## src/rtl/fp_rgb2grey_stream_ctrl_if.sv

```systemverilog
// Handshake bundle between a host/stream source and the RGB-to-grey
// streaming controller, including the side channel to the combinational
// datapath and the frame status outputs.
interface fp_rgb2grey_stream_ctrl_if #(
   parameter int unsigned CNT_W = 16
);
   // frame control
   logic             start;
   logic [CNT_W-1:0] frame_len;
   // upstream pixel stream
   logic             in_valid;
   logic             in_ready;
   logic [47:0]      in_rgb;
   // datapath side channel
   logic [47:0]      dp_rgb;
   logic [15:0]      dp_grey;
   // downstream grey stream
   logic             out_valid;
   logic             out_ready;
   logic [15:0]      out_grey;
   logic             out_last;
   // status
   logic             busy;
   logic             done;
   logic [CNT_W-1:0] range_err_cnt;

   // host / stream environment side
   modport master (
      output start, frame_len, in_valid, in_rgb, dp_grey, out_ready,
      input  in_ready, dp_rgb, out_valid, out_grey, out_last,
             busy, done, range_err_cnt
   );

   // controller side
   modport slave (
      input  start, frame_len, in_valid, in_rgb, dp_grey, out_ready,
      output in_ready, dp_rgb, out_valid, out_grey, out_last,
             busy, done, range_err_cnt
   );
endinterface

```

## src/rtl/fp_rgb2grey_stream_ctrl.sv

```systemverilog
// Frame-level streaming controller for the FP16 RGB-to-grey datapath.
// Pixels are registered onto the datapath input (S1); the combinational
// grey result is captured into an output register (S2) and presented
// downstream with an end-of-frame marker. Out-of-range inputs are counted.
module fp_rgb2grey_stream_ctrl #(
   parameter int unsigned CNT_W   = 16,
   parameter int unsigned EXP_MAX = 22
) (
   input  logic                           clk,
   input  logic                           rst,
   fp_rgb2grey_stream_ctrl_if.slave       bus
);

   typedef enum logic [1:0] {
      IDLE  = 2'd0,
      RUN   = 2'd1,
      DRAIN = 2'd2
   } state_t;

   state_t           state;
   logic [CNT_W-1:0] len_q;
   logic [CNT_W-1:0] acc_cnt;
   logic [CNT_W-1:0] err_cnt;
   logic             done_q;

   // S1: datapath input register
   logic             s1_v;
   logic [47:0]      s1_rgb;
   logic             s1_last;

   // S2: output register
   logic             out_valid_q;
   logic [15:0]      out_grey_q;
   logic             out_last_q;

   // handshake decode
   logic             s2_free;
   logic             s1_adv;
   logic             in_ready_c;
   logic             accept;
   logic             last_acc;
   logic             out_hs;
   logic             pix_err;

   // True when an FP16 channel is negative or beyond the legal exponent range.
   function automatic logic chan_bad(input logic [15:0] h);
      return h[15] || (h[14:10] > 5'(EXP_MAX));
   endfunction

   // Flow-control decode; in_ready depends only on registered state and out_ready.
   always_comb begin
      s2_free    = !out_valid_q || bus.out_ready;
      s1_adv     = s1_v && s2_free;
      in_ready_c = (state == RUN) && (acc_cnt < len_q) && (!s1_v || s1_adv);
      accept     = bus.in_valid && in_ready_c;
      last_acc   = (acc_cnt == len_q - CNT_W'(1));
      out_hs     = out_valid_q && bus.out_ready;
      pix_err    = chan_bad(bus.in_rgb[47:32]) ||
                   chan_bad(bus.in_rgb[31:16]) ||
                   chan_bad(bus.in_rgb[15:0]);
   end

   // Frame FSM: length latch, pixel/error counters and done pulse.
   always_ff @(posedge clk) begin
      if (rst) begin
         state   <= IDLE;
         len_q   <= '0;
         acc_cnt <= '0;
         err_cnt <= '0;
         done_q  <= 1'b0;
      end else begin
         done_q <= 1'b0;
         case (state)
            IDLE: begin
               if (bus.start) begin
                  if (bus.frame_len != '0) begin
                     state   <= RUN;
                     len_q   <= bus.frame_len;
                     acc_cnt <= '0;
                     err_cnt <= '0;
                  end else begin
                     done_q <= 1'b1;
                  end
               end
            end
            RUN: begin
               if (accept) begin
                  acc_cnt <= acc_cnt + CNT_W'(1);
                  if (pix_err && (err_cnt != '1)) begin
                     err_cnt <= err_cnt + CNT_W'(1);
                  end
                  if (last_acc) begin
                     state <= DRAIN;
                  end
               end
            end
            DRAIN: begin
               if (out_hs && out_last_q) begin
                  state  <= IDLE;
                  done_q <= 1'b1;
               end
            end
            default: begin
               state <= IDLE;
            end
         endcase
      end
   end

   // S1 register: an accept refills the stage in the same cycle it advances.
   always_ff @(posedge clk) begin
      if (rst) begin
         s1_v    <= 1'b0;
         s1_rgb  <= '0;
         s1_last <= 1'b0;
      end else if (accept) begin
         s1_v    <= 1'b1;
         s1_rgb  <= bus.in_rgb;
         s1_last <= last_acc;
      end else if (s1_adv) begin
         s1_v    <= 1'b0;
      end
   end

   // S2 register: capture the datapath result, hold it while stalled.
   always_ff @(posedge clk) begin
      if (rst) begin
         out_valid_q <= 1'b0;
         out_grey_q  <= '0;
         out_last_q  <= 1'b0;
      end else if (s1_adv) begin
         out_valid_q <= 1'b1;
         out_grey_q  <= bus.dp_grey;
         out_last_q  <= s1_last;
      end else if (out_hs) begin
         out_valid_q <= 1'b0;
      end
   end

   assign bus.dp_rgb        = s1_v ? s1_rgb : '0;
   assign bus.in_ready      = in_ready_c;
   assign bus.out_valid     = out_valid_q;
   assign bus.out_grey      = out_grey_q;
   assign bus.out_last      = out_last_q;
   assign bus.busy          = (state != IDLE);
   assign bus.done          = done_q;
   assign bus.range_err_cnt = err_cnt;

endmodule

```

## src/flat_wrapper.sv

```systemverilog
// flat-port wrapper written by rule: the top's interface ports become plain ports
module fp_rgb2grey_stream_ctrl_flat 
#(
   parameter int unsigned CNT_W   = 16,
   parameter int unsigned EXP_MAX = 22
)
  (clk, rst, bus_start, bus_frame_len, bus_in_valid, bus_in_rgb, bus_dp_grey, bus_out_ready, bus_in_ready, bus_dp_rgb, bus_out_valid, bus_out_grey, bus_out_last, bus_busy, bus_done, bus_range_err_cnt);
  fp_rgb2grey_stream_ctrl_if #(.CNT_W(CNT_W)) bus_i ();
  input  logic clk;
  input  logic rst;
  input wire logic [$bits(bus_i.start)-1:0] bus_start;
  input wire logic [$bits(bus_i.frame_len)-1:0] bus_frame_len;
  input wire logic [$bits(bus_i.in_valid)-1:0] bus_in_valid;
  input wire logic [$bits(bus_i.in_rgb)-1:0] bus_in_rgb;
  input wire logic [$bits(bus_i.dp_grey)-1:0] bus_dp_grey;
  input wire logic [$bits(bus_i.out_ready)-1:0] bus_out_ready;
  output wire logic [$bits(bus_i.in_ready)-1:0] bus_in_ready;
  output wire logic [$bits(bus_i.dp_rgb)-1:0] bus_dp_rgb;
  output wire logic [$bits(bus_i.out_valid)-1:0] bus_out_valid;
  output wire logic [$bits(bus_i.out_grey)-1:0] bus_out_grey;
  output wire logic [$bits(bus_i.out_last)-1:0] bus_out_last;
  output wire logic [$bits(bus_i.busy)-1:0] bus_busy;
  output wire logic [$bits(bus_i.done)-1:0] bus_done;
  output wire logic [$bits(bus_i.range_err_cnt)-1:0] bus_range_err_cnt;
  assign bus_i.start = bus_start;
  assign bus_i.frame_len = bus_frame_len;
  assign bus_i.in_valid = bus_in_valid;
  assign bus_i.in_rgb = bus_in_rgb;
  assign bus_i.dp_grey = bus_dp_grey;
  assign bus_i.out_ready = bus_out_ready;
  assign bus_in_ready = bus_i.in_ready;
  assign bus_dp_rgb = bus_i.dp_rgb;
  assign bus_out_valid = bus_i.out_valid;
  assign bus_out_grey = bus_i.out_grey;
  assign bus_out_last = bus_i.out_last;
  assign bus_busy = bus_i.busy;
  assign bus_done = bus_i.done;
  assign bus_range_err_cnt = bus_i.range_err_cnt;
  fp_rgb2grey_stream_ctrl #(.CNT_W(CNT_W), .EXP_MAX(EXP_MAX)) u_core (.clk(clk), .rst(rst), .bus(bus_i));
endmodule
```

## config.mk

```make
export PLATFORM = sky130hd
export DESIGN_NAME = fp_rgb2grey_stream_ctrl_flat
export DESIGN_NICKNAME = d
export VERILOG_FILES = /design/src/rtl/fp_rgb2grey_stream_ctrl_if.sv /design/src/rtl/fp_rgb2grey_stream_ctrl.sv /design/src/flat_wrapper.sv
export SDC_FILE = /design/constraint.sdc
export NUM_CORES = 1
export LEC_CHECK = 0
export CELL_PAD_IN_SITES_DETAIL_PLACEMENT = 0
export CELL_PAD_IN_SITES_GLOBAL_PLACEMENT = 2
export CORE_UTILIZATION = 27
export DETAILED_ROUTE_END_ITERATION = 8
export GPL_TIMING_DRIVEN = 0
export HOLD_SLACK_MARGIN = 0.05
export PLACE_DENSITY_LB_ADDON = 0.1
export SYNTH_ARGS = -nofsm -noshare
export SYNTH_HDL_FRONTEND = slang
export SYNTH_SLANG_ARGS = --single-unit
export TNS_END_PERCENT = 5
```

## constraint.sdc

```tcl
create_clock -name clk -period 3.3 [get_ports clk]
set_input_delay 0.66 -clock clk [delete_from_list [all_inputs] [get_ports clk]]
set_output_delay 0.66 -clock clk [all_outputs]
set_load 0.005 [all_outputs]
```

==> flow_summary.html <==
<table>
<tr><th>Metric</th><th>Value</th></tr>
<tr><th colspan="2">Global routing</th></tr>
<tr><td>All-layer global routing usage</td><td>17.2%</td></tr>
<tr><td>Total congestion overflow after global routing</td><td>0</td></tr>
<tr><td>Via count of the first global-routing pass</td><td>5539</td></tr>
<tr><td>Number of antenna violations at the first check in global routing</td><td>0</td></tr>
<tr><td>First-pass GRT wire length</td><td>29600 um</td></tr>
<tr><td>Maximum number of pins on one net before global-route repair</td><td>17</td></tr>
<tr><th colspan="2">CTS</th></tr>
<tr><td>Clk sink count</td><td>119</td></tr>
<tr><td>Number of H-tree branching levels</td><td>4</td></tr>
<tr><td>Root Buffer Master</td><td>sky130_fd_sc_hd__clkbuf_16</td></tr>
<tr><td>Post-CTS clock slew at the launch and capture registers of the worst setup and hold paths</td><td>0.06 ns</td></tr>
<tr><td>Insertion delay of the later-clocked pin in the worst-skew pair</td><td>0.42 ns</td></tr>
<tr><td>Clock tree from TritonCTS</td><td>built</td></tr>
<tr><td>TritonCTS Buffers</td><td>17</td></tr>
<tr><td>Cts hold-fix bufs</td><td>0</td></tr>
<tr><td>Number of buffers between clock root and the deepest sink</td><td>2</td></tr>
<tr><th colspan="2">Setup path</th></tr>
<tr><td>Reg2reg path depth</td><td>9</td></tr>
<tr><td>Launching point of the worst reg2reg path</td><td>u_core.len_q[0]</td></tr>
<tr><td>Critical Path AT</td><td>2.48 ns</td></tr>
<tr><td>Setup CP Type</td><td>flop to output pin</td></tr>
<tr><td>Sort of element at the end of the critical path</td><td>output pin</td></tr>
<tr><td>Largest fanout on the critical path</td><td>3</td></tr>
<tr><td>CP Launch Type</td><td>flop</td></tr>
<tr><td>Worst r2r dst</td><td>u_core.state[0]</td></tr>
<tr><td>CP required</td><td>2.64 ns</td></tr>
<tr><td>Slack of the worst reg-to-reg path</td><td>0.24 ns</td></tr>
<tr><th colspan="2">STA</th></tr>
<tr><td>Headroom to the max-slew limit</td><td>53.4%</td></tr>
<tr><td>Slew at the pin closest to its max-slew limit</td><td>0.698 ns</td></tr>
<tr><td>Final setup violation count</td><td>0</td></tr>
<tr><td>Final worst hold slack</td><td>0.449 ns</td></tr>
<tr><td>Clk_skew</td><td>0.0125 ns</td></tr>
<tr><td>Highest clock rate</td><td>0.318 GHz</td></tr>
<tr><td>Final period demand of the worst path</td><td>3.14 ns</td></tr>
<tr><td>Total count of hold-check failures in the final report</td><td>0</td></tr>
<tr><td>Max-slew violations</td><td>0</td></tr>
<tr><td>Final period util</td><td>95.3%</td></tr>
<tr><th colspan="2">Logic synthesis</th></tr>
<tr><td>Register bit total from synthesis</td><td>119</td></tr>
<tr><td>Seq/Total Area, Yosys</td><td>40.0%</td></tr>
<tr><td>Net count after synthesis</td><td>854</td></tr>
<tr><td>Share of async-settable or async-resettable flops after synthesis</td><td>0%</td></tr>
<tr><td>Post-Syn Instances</td><td>750</td></tr>
<tr><td>Most used flip-flop cell after synthesis</td><td>sky130_fd_sc_hd__dfxtp_1</td></tr>
<tr><td>Synthesized area per cell</td><td>7.93 um^2</td></tr>
<tr><td>Summed instance area of the synthesized netlist</td><td>5950 um^2</td></tr>
<tr><td>Yosys warnings</td><td>0</td></tr>
<tr><td>Number of unique standard cell types used by synthesis</td><td>58</td></tr>
<tr><td>Number of enable flip-flop cells after synthesis</td><td>0</td></tr>
<tr><th colspan="2">Pwr</th></tr>
<tr><td>Pwr per Cell Area</td><td>456 nW/um^2</td></tr>
<tr><td>Total power draw</td><td>3.93 mW</td></tr>
<tr><td>IR Drop Worst-Case VDD</td><td>350 uV</td></tr>
<tr><td>Leakage power figure</td><td>3.07 nW</td></tr>
<tr><th colspan="2">Hold path</th></tr>
<tr><td>Cell depth of the worst min-delay path</td><td>2</td></tr>
<tr><td>Endpoint, Worst Hold</td><td>u_core.s1_rgb[18]</td></tr>
<tr><td>Path class of the lowest-slack min-delay path</td><td>flop to flop</td></tr>
<tr><td>Hold path start</td><td>u_core.s1_rgb[18]</td></tr>
<tr><th colspan="2">Cells and area</th></tr>
<tr><td>Highest-count cells in the layout ignoring fill and taps</td><td>168 x sky130_fd_sc_hd__clkdlybuf4s50_1, 156 x sky130_fd_sc_hd__nand2_1, 110 x sky130_fd_sc_hd__dfxtp_1, 95 x sky130_fd_sc_hd__a21oi_1, 54 x sky130_fd_sc_hd__and2_1</td></tr>
<tr><td>Share of cells above drive strength 1</td><td>6.95%</td></tr>
<tr><td>Non-filler cells, final</td><td>1225</td></tr>
<tr><td>Fillers</td><td>2168</td></tr>
<tr><td>Antenna Cells</td><td>0</td></tr>
<tr><td>Area Overhead vs Synth</td><td>44.7%</td></tr>
<tr><td>Fin nets</td><td>1042</td></tr>
<tr><td>Leading cell type in the layout, fill and taps excluded</td><td>sky130_fd_sc_hd__clkdlybuf4s50_1</td></tr>
<tr><th colspan="2">Detailed routing</th></tr>
<tr><td>Vias after detailed routing</td><td>5846</td></tr>
<tr><td>Mean routed wirelength per cell</td><td>15.8 um</td></tr>
<tr><td>Remaining number of nets flagged by the antenna check after routing</td><td>0</td></tr>
<tr><td>Detailed-router iteration count before antenna repair</td><td>5</td></tr>
<tr><td>Drt total wl</td><td>19300 um</td></tr>
<tr><td>DR DRC count</td><td>0</td></tr>
<tr><td>Number of DRC markers in iteration 0</td><td>198</td></tr>
<tr><td>Via density per instance</td><td>4.77</td></tr>
<tr><th colspan="2">Status</th></tr>
<tr><td>Outcome</td><td>complete, no violations</td></tr>
<tr><th colspan="2">Placed design</th></tr>
<tr><td>Cell total after placement</td><td>1193</td></tr>
<tr><td>Placer's final routability congestion estimate</td><td>0.804</td></tr>
<tr><td>HPWL after detailed placement</td><td>15000 um</td></tr>
<tr><td>Input/output buffers</td><td>168</td></tr>
<tr><th colspan="2">Floorplan</th></tr>
<tr><td>Cell row count</td><td>53</td></tr>
<tr><td>Die boundary width</td><td>150 um</td></tr>
<tr><td>Area of the die</td><td>22600 um^2</td></tr>
<tr><td>Vertical die dimension</td><td>150 um</td></tr>
<tr><td>Initial cell density of the core</td><td>27.9%</td></tr>
<tr><td>IO Pins</td><td>170</td></tr>
<tr><td>Core region area</td><td>21300 um^2</td></tr>
<tr><th colspan="2">Run</th></tr>
<tr><td>Maximum capacitance violations</td><td>0</td></tr>
</table>
==> worst max path at each step <==
stage               startpoint                      endpoint  slack (ns)  cells past startpoint
3_3_place_gp     bus_out_ready  u_core.bus.range_err_cnt[15]       -0.11                      9
3_5_place_dp     bus_out_ready   u_core.bus.range_err_cnt[2]       -0.14                      9
5_1_grt        u_core.len_q[9]                  bus_in_ready      -0.006                      7
2_1_floorplan  u_core.len_q[1]               u_core.state[0]        0.62                      9
6_report       u_core.len_q[1]                  bus_in_ready        0.16                      8
4_1_cts        u_core.len_q[9]                  bus_in_ready        0.05                      7
==> cell usage after synthesis, drive strengths merged, types with 4 or more instances <==
master	number	area, um^2
and2	55	344
or4	5	41.3
nand4	23	144
dfxtp	119	2380
nor3	6	41.3
nor2b	6	40.0
nand3	19	100
o211ai	4	35.0
xnor2	13	129
a21oi	99	503
and4	6	52.6
and3	7	43.8
or3	17	106
clkbuf	35	131
xor2	14	123
nand2	156	586
ha	19	238
o21ai	27	150
nor2	40	158
inv	21	78.8
mux2i	16	160
nor4	7	58.8
buf	7	42.5
==> flip-flops by register name (all words and copies together) (netlist names) <==
name	flops
u_core.acc_cnt	16
u_core.bus.done	1
u_core.bus.out_grey	16
u_core.bus.out_last	1
u_core.bus.out_valid	1
u_core.bus.range_err_cnt	16
u_core.len_q	16
u_core.s1_last	1
u_core.s1_rgb	48
u_core.s1_v	1
u_core.state	2
==> power breakdown <==
group          switching [mW]  internal, mW  leakage [nW]  total, mW
Combinational           0.253         0.231          1.81      0.485
Clock                   0.692          1.22         0.288       1.92
Sequential             0.0395          1.49         0.969       1.53
==> metrics by stage <==
stage | TNS (ns) | setup slack, ns | instance area [um^2] | utilization (%)
after global placement | -1.25 | -0.110 | 7980 | 37.5
after floorplan | 0 | 0.625 | 5950 | -
after detailed placement | -1.39 | -0.138 | 7980 | 37.5
after global routing | -0.00610 | -0.00610 | 8610 | 40.4
after CTS | 0 | 0.0478 | 8590 | 40.3
final | 0 | 0.156 | 8610 | 40.4
==> final cells by class <==
class,count,area [um^2],share of cell area (%)
buffer,42,174,2.02
clock buffer,20,457,5.31
clock inverter,11,149,1.73
inverter,21,78.8,0.916
multi-input combinational,568,3320,38.6
sequential,119,2390,27.8
tap,275,344,4.00
timing repair buffer,169,1690,19.6
==> per-layer routing <==
metal	part of all wire, %	GRT usage (%)
met5	0	0
met2	47	27.9
met4	1.5	5.40
met3	4.9	4.21
met1	47	22.3
==> worst max-delay path, cell delays in order (launching register included) <==
cell and delay (ns):
sky130_fd_sc_hd__dfxtp_2 0.36, sky130_fd_sc_hd__inv_1 0.07, sky130_fd_sc_hd__ha_1 0.26, sky130_fd_sc_hd__nor2b_1 0.13, sky130_fd_sc_hd__o211ai_2 0.14, sky130_fd_sc_hd__a21oi_1 0.15, sky130_fd_sc_hd__o31a_1 0.34, sky130_fd_sc_hd__nor2_1 0.11
sky130_fd_sc_hd__clkdlybuf4s50_1 0.50
==> kinds of logic (layout without fill, tap and decap cells) <==
group,count (synthesis),in the layout,synth area share [%]
flip-flops,119,119,40.0
multiplexers,17,17,2.88
AND/OR/NAND/NOR,358,358,30.5
buffers and inverters,63,263,4.25
AO/OA/AOI/OAI,147,147,14.1
adder cells (fa/ha/maj),19,19,4.00
XOR/XNOR,27,27,4.23
==> repair_timing <==
action,4_1_cts,5_1_grt
buffers inserted,1,0
resized for setup,1,11
endpoints found under the setup margin,1,7
Note: power is estimated with default switching activity, not from simulation.
